===== config.mk =====
export PLATFORM = sky130hd
export DESIGN_NAME = counter
export DESIGN_NICKNAME = d
export VERILOG_FILES = /design/src/rtl/counter.sv
export SDC_FILE = /design/constraint.sdc
export NUM_CORES = 1
export LEC_CHECK = 0
export CAP_MARGIN = 10
export CELL_PAD_IN_SITES_DETAIL_PLACEMENT = 2
export CELL_PAD_IN_SITES_GLOBAL_PLACEMENT = 2
export CORE_MARGIN = 2
export CORE_UTILIZATION = 33
export DETAILED_ROUTE_END_ITERATION = 8
export MAX_ROUTING_LAYER = met4
export PLACE_DENSITY_LB_ADDON = 0.1
export SLEW_MARGIN = 20
export SYNTH_ARGS = -nofsm -noshare
export SYNTH_HDL_FRONTEND = slang
export SYNTH_SLANG_ARGS = --single-unit

===== constraint.sdc =====
create_clock -name clk -period 2.8 [get_ports clk]
set_input_delay 0.56 -clock clk [delete_from_list [all_inputs] [get_ports clk]]
set_output_delay 0.56 -clock clk [all_outputs]
set_load 0.03 [all_outputs]

===== src/rtl/counter.sv =====
// Prescaled up/down timebase counter feeding register readback and the PWM stage.
// Optional one-shot mode (oneshot/done ports) is built when COUNTER_ONESHOT_EN is defined.
module counter #(
  parameter int WIDTH     = 16,
  parameter int PSC_WIDTH = 8
) (
  input  logic                 clk,
  input  logic                 rst,
  input  logic                 en,
  input  logic                 count_reset,
  input  logic                 upnotdown,
  input  logic [WIDTH-1:0]     period,
  input  logic [PSC_WIDTH-1:0] prescale,
`ifdef COUNTER_ONESHOT_EN
  input  logic                 oneshot,
  output logic                 done,
`endif
  output logic [WIDTH-1:0]     counter_val,
  output logic                 cnt_tick,
  output logic                 ovf
);

  logic [WIDTH-1:0]     counter_val_q, counter_val_d;
  logic [PSC_WIDTH-1:0] presc_cnt_q, presc_cnt_d;
  logic                 cnt_tick_q, cnt_tick_d;
  logic                 ovf_q, ovf_d;
  logic                 run;

`ifdef COUNTER_ONESHOT_EN
  logic done_q, done_d;
  assign run  = en && !done_q;
  assign done = done_q;
`else
  assign run = en;
`endif

  always_comb begin
    counter_val_d = counter_val_q;
    presc_cnt_d   = presc_cnt_q;
    cnt_tick_d    = 1'b0;
    ovf_d         = 1'b0;
`ifdef COUNTER_ONESHOT_EN
    done_d        = done_q;
`endif
    if (count_reset) begin
      counter_val_d = '0;
      presc_cnt_d   = '0;
`ifdef COUNTER_ONESHOT_EN
      done_d        = 1'b0;
`endif
    end else if (run) begin
      // ">=" so a prescale lowered below the current phase steps at once
      if (presc_cnt_q >= prescale) begin
        presc_cnt_d = '0;
        cnt_tick_d  = 1'b1;
        if (upnotdown) begin
          if (counter_val_q >= period) begin
            counter_val_d = '0;
            ovf_d         = 1'b1;
          end else begin
            counter_val_d = counter_val_q + WIDTH'(1);
          end
        end else begin
          if (counter_val_q == '0) begin
            counter_val_d = period;
            ovf_d         = 1'b1;
          end else begin
            counter_val_d = counter_val_q - WIDTH'(1);
          end
        end
`ifdef COUNTER_ONESHOT_EN
        if (ovf_d && oneshot) begin
          done_d = 1'b1;
        end
`endif
      end else begin
        presc_cnt_d = presc_cnt_q + PSC_WIDTH'(1);
      end
    end
  end

  always_ff @(posedge clk or posedge rst) begin
    if (rst) begin
      counter_val_q <= '0;
      presc_cnt_q   <= '0;
      cnt_tick_q    <= 1'b0;
      ovf_q         <= 1'b0;
`ifdef COUNTER_ONESHOT_EN
      done_q        <= 1'b0;
`endif
    end else begin
      counter_val_q <= counter_val_d;
      presc_cnt_q   <= presc_cnt_d;
      cnt_tick_q    <= cnt_tick_d;
      ovf_q         <= ovf_d;
`ifdef COUNTER_ONESHOT_EN
      done_q        <= done_d;
`endif
    end
  end

  assign counter_val = counter_val_q;
  assign cnt_tick    = cnt_tick_q;
  assign ovf         = ovf_q;

endmodule

==> key figures <==
Cells and area
  – Fin util: 0.455
  – Nets: 485
  – Layout cells sized above 1: 0.244
  – Layout Area Growth over Synthesis: 35.2%
  – Layout Cells excl Fill: 534
  – Number of inserted diodes: 0

Synth
  – Top cells by area, synth: dfrtp_1 22%, ha_1 12%, inv_1 4.3%
  – Number of synthesized flops with an enable pin: 0
  – Synth Net Count: 396
  – Yosys top cell area share: 0.225
  – Ys flop type: dfrtp_1
  – Post-Syn Area: 2890 µm²
  – Synthesized area per cell: 8.54 µm²
  – Synth async-reset ratio: 1.00
  – Post-Synthesis Cells: 339
  – Flops & latches, synth: 26
  – Synth unique cells: 74
  – Yosys warnings: 0
  – Sequential area share after synthesis: 0.225
  – Synth area leader: dfrtp_1

STA
  – PnR worst setup slack: -0.00882 ns
  – Hold Fails Final Rpt: 0
  – Crit share post-route: 1.00
  – Setup TNS: -0.00882 ns
  – Worst Tran Pin Value: 0.591 ns
  – Max-slew headroom: 0.604
  – Final clock skew: 0.0146 ns
  – Fmax: 356 MHz
  – Fin crit period: 2.81 ns
  – Max Slew Vio Count: 0
  – Hold_ws: 0.547 ns
  – Setup violators final: 1

Global route
  – Vias in the first global route: 3,307
  – Total grt overflow: 0
  – Met2 usage: 0.424
  – Initial antenna violation count: 0
  – Met3 usage: 0.0360
  – Global-route wire length before repair: 18,000 µm
  – Largest net degree at the start of global routing: 38
  – GRT Resource Usage Total: 0.245
  – Most used routing layer: met2
  – Grt met1 use: 0.301

Route
  – Vias: 3,068
  – Total wire length: 11,300 µm
  – Iteration-0 DRC Markers: 130
  – Number of vias per cell: 5.75
  – # DRC: 0
  – WL/cell: 21.1 µm
  – ANT nets after route: 0
  – Pre-antenna DRT Iters: 4

Pwr
  – Cell Int Power: 586 µW
  – Clk pwr share: 0.291
  – Power Density: 217 nW/µm²
  – Static leakage: 0.00187 µW
  – Psw: 264 µW
  – Part of the power in registers: 0.449
  – Logic pwr share: 0.260
  – Worst VDD drop: 0.145 mV
  – Net Sw Frac: 0.310

Status
  – Violated checks: setup timing
  – Outcome: complete, but fails checks

CTS
  – Worst-skew pair later-pin latency: 0.29 ns
  – CTS Hold Bufs: 0
  – CTS Buffer Depth: 2
  – CTS tree: yes
  – Clk pin slew, worst setup/hold paths: 0.11 ns
  – CTS Buf Count: 3
  – Clk Tree Root Cell: clkbuf_8
  – CTS Sinks: 26
  – H-tree depth: 1

Setup path
  – Setup crit start kind: input pin
  – Kind of critical path: in2reg
  – Setup crit start: period[15]
  – CP delay by family, top: compound AO/OA/AOI/OAI gates
  – Worst path max stage delay: 0.50 ns
  – Required time of the worst setup path: 2.98 ns
  – Element type at the critical path end: register
  – R2R Path Start: counter_val[0]
  – Crit-path cells: clkdlybuf4s50_1 -> inv_1 -> ha_1 -> nand4_1 -> buf_4 -> a211oi_4 -> a32oi_4 -> and4_4 -> buf_4 -> a31o_2 -> a22o_2
  – Critical path buffer and inverter count: 4
  – Arrival @ worst endpoint: 2.99 ns
  – Max Fanout on Critical Path: 4
  – Crit-path most repeated cell: buf_4
  – Slowest-stage cell, CP: clkdlybuf4s50_1

Hold path
  – Hold Startpoint: presc_cnt_q[7]
  – Min-delay worst type: reg2reg

Floorplanning
  – IO Count: 47
  – Core ar.: 8590 µm²
  – Die ar.: 9530 µm²
  – Die Span Y: 97.6 µm
  – Starting Density: 0.337
  – Rows: 34
  – Die X: 97.6 µm

Placement
  – Inst Count DP: 528
  – Detail Placement HPWL: 8610 µm
  – Final Wtd Congestion: 0.821
  – Pre-CTS setup slack: -0.401 ns
  – I/O Buffers: 46

Run
  – Max-cap check violation count: 0
flip-flops by register name (all words and copies together), names as in the netlist:
name,cells
cnt_tick,1
counter_val,16
ovf,1
presc_cnt_q,8
cells by family (layout without fill, tap and decap cells):
logic type / count (synthesis) / in the layout / share of synthesized area
mux: 2 / 2 / 0.00692
simple gates: 122 / 122 / 0.250
compound gates: 101 / 101 / 0.278
fa+ha+maj: 28 / 28 / 0.121
flops: 26 / 26 / 0.225
xor+xnor: 7 / 7 / 0.0212
buf+inv: 53 / 140 / 0.0977
Yosys cell counts (4+ instances only):
cell type and instances:
xor2_1 4, a22o_1 7, clkbuf_8 6, inv_1 33, nor3_1 9, o211ai_1 6
clkbuf_1 7, nor2_1 27, a31o_2 5, nand3_1 14, a21o_1 6, o22ai_1 7
nand4_1 8, a211oi_1 5, o21ai_0 8, nand2_1 23, ha_1 28, dfrtp_1 26
a21oi_1 18
worst register-to-register path: cells and delay by family, from the launching register on:
kind,cells,cell delay [ns]
adders and majority gates,1,0.25
DFF,1,0.40
and+or+nand+nor,3,0.77
buffers and inverters,1,0.12
AOI/OAI and AO/OA,3,0.90
power by group through the flow:
stage                     logic [µW]  registers [µW]  clock network, µW
after global routing             242             382                265
after floorplan                  106             389                  0
after CTS                        217             382                253
after detailed placement         213             389                  0
after global placement           204             388                  0
final                            221             381                247
timing repair:
item,in CTS,in global routing
pin swaps,4,11
gates cloned,0,0
endpoints found under the setup margin,7,13
setup buffers,0,3
gates resized for setup,6,11
cell usage in the layout, fill, tap and decap left out, types with 4 or more instances in the layout:
cell             synthesis  layout
o211ai_1                 6       6
o22ai_1                  7       7
nor2_1                  27      27
a211oi_1                 5       4
nand2_1                 23      23
a31o_2                   5       5
clkdlybuf4s50_1          0      46
ha_1                    28      27
a22o_1                   7       7
nor3_1                   9       7
buf_4                    1      56
a21o_1                   6       6
inv_1                   33      32
xor2_1                   4       4
a21oi_1                 18      18
nand3_1                 14      14
o21ai_0                  8       7
nand4_1                  8       8
dfrtp_1                 26      26
layer usage:
metal / vias to the layer above / part of all wire
li1: 1437 / -
met1: 1545 / 0.43
met2: 76 / 0.51
met3: 10 / 0.047
met4: 0 / 0.013
met5: - / 0
per-stage QoR:
step	total power, µW	cell area, µm²
2_1_floorplan	495	2890
3_3_place_gp	593	3760
3_5_place_dp	602	3760
4_1_cts	851	3830
5_1_grt	889	3910
6_report	850	3910
layout make-up:
type / count / area, µm²
clock buffer: 3 / 41.3
fill: 961 / 4680
inverter: 33 / 124
multi-input combinational: 260 / 2050
sequential: 26 / 651
tap: 108 / 135
timing repair buffer: 104 / 912
worst paths after layout:
path,to,slack [ns],cells after the start
setup / recovery,counter_val[6],-0.009,11
hold / removal,presc_cnt_q[7],0.55,1
setup reg to reg,counter_val[3],0.25,8
hold reg to reg,presc_cnt_q[7],0.55,1
max in group asynchronous,presc_cnt_q[2],1.85,3
min in group asynchronous,counter_val[7],0.65,3
Power figures use the tool's default switching activity.
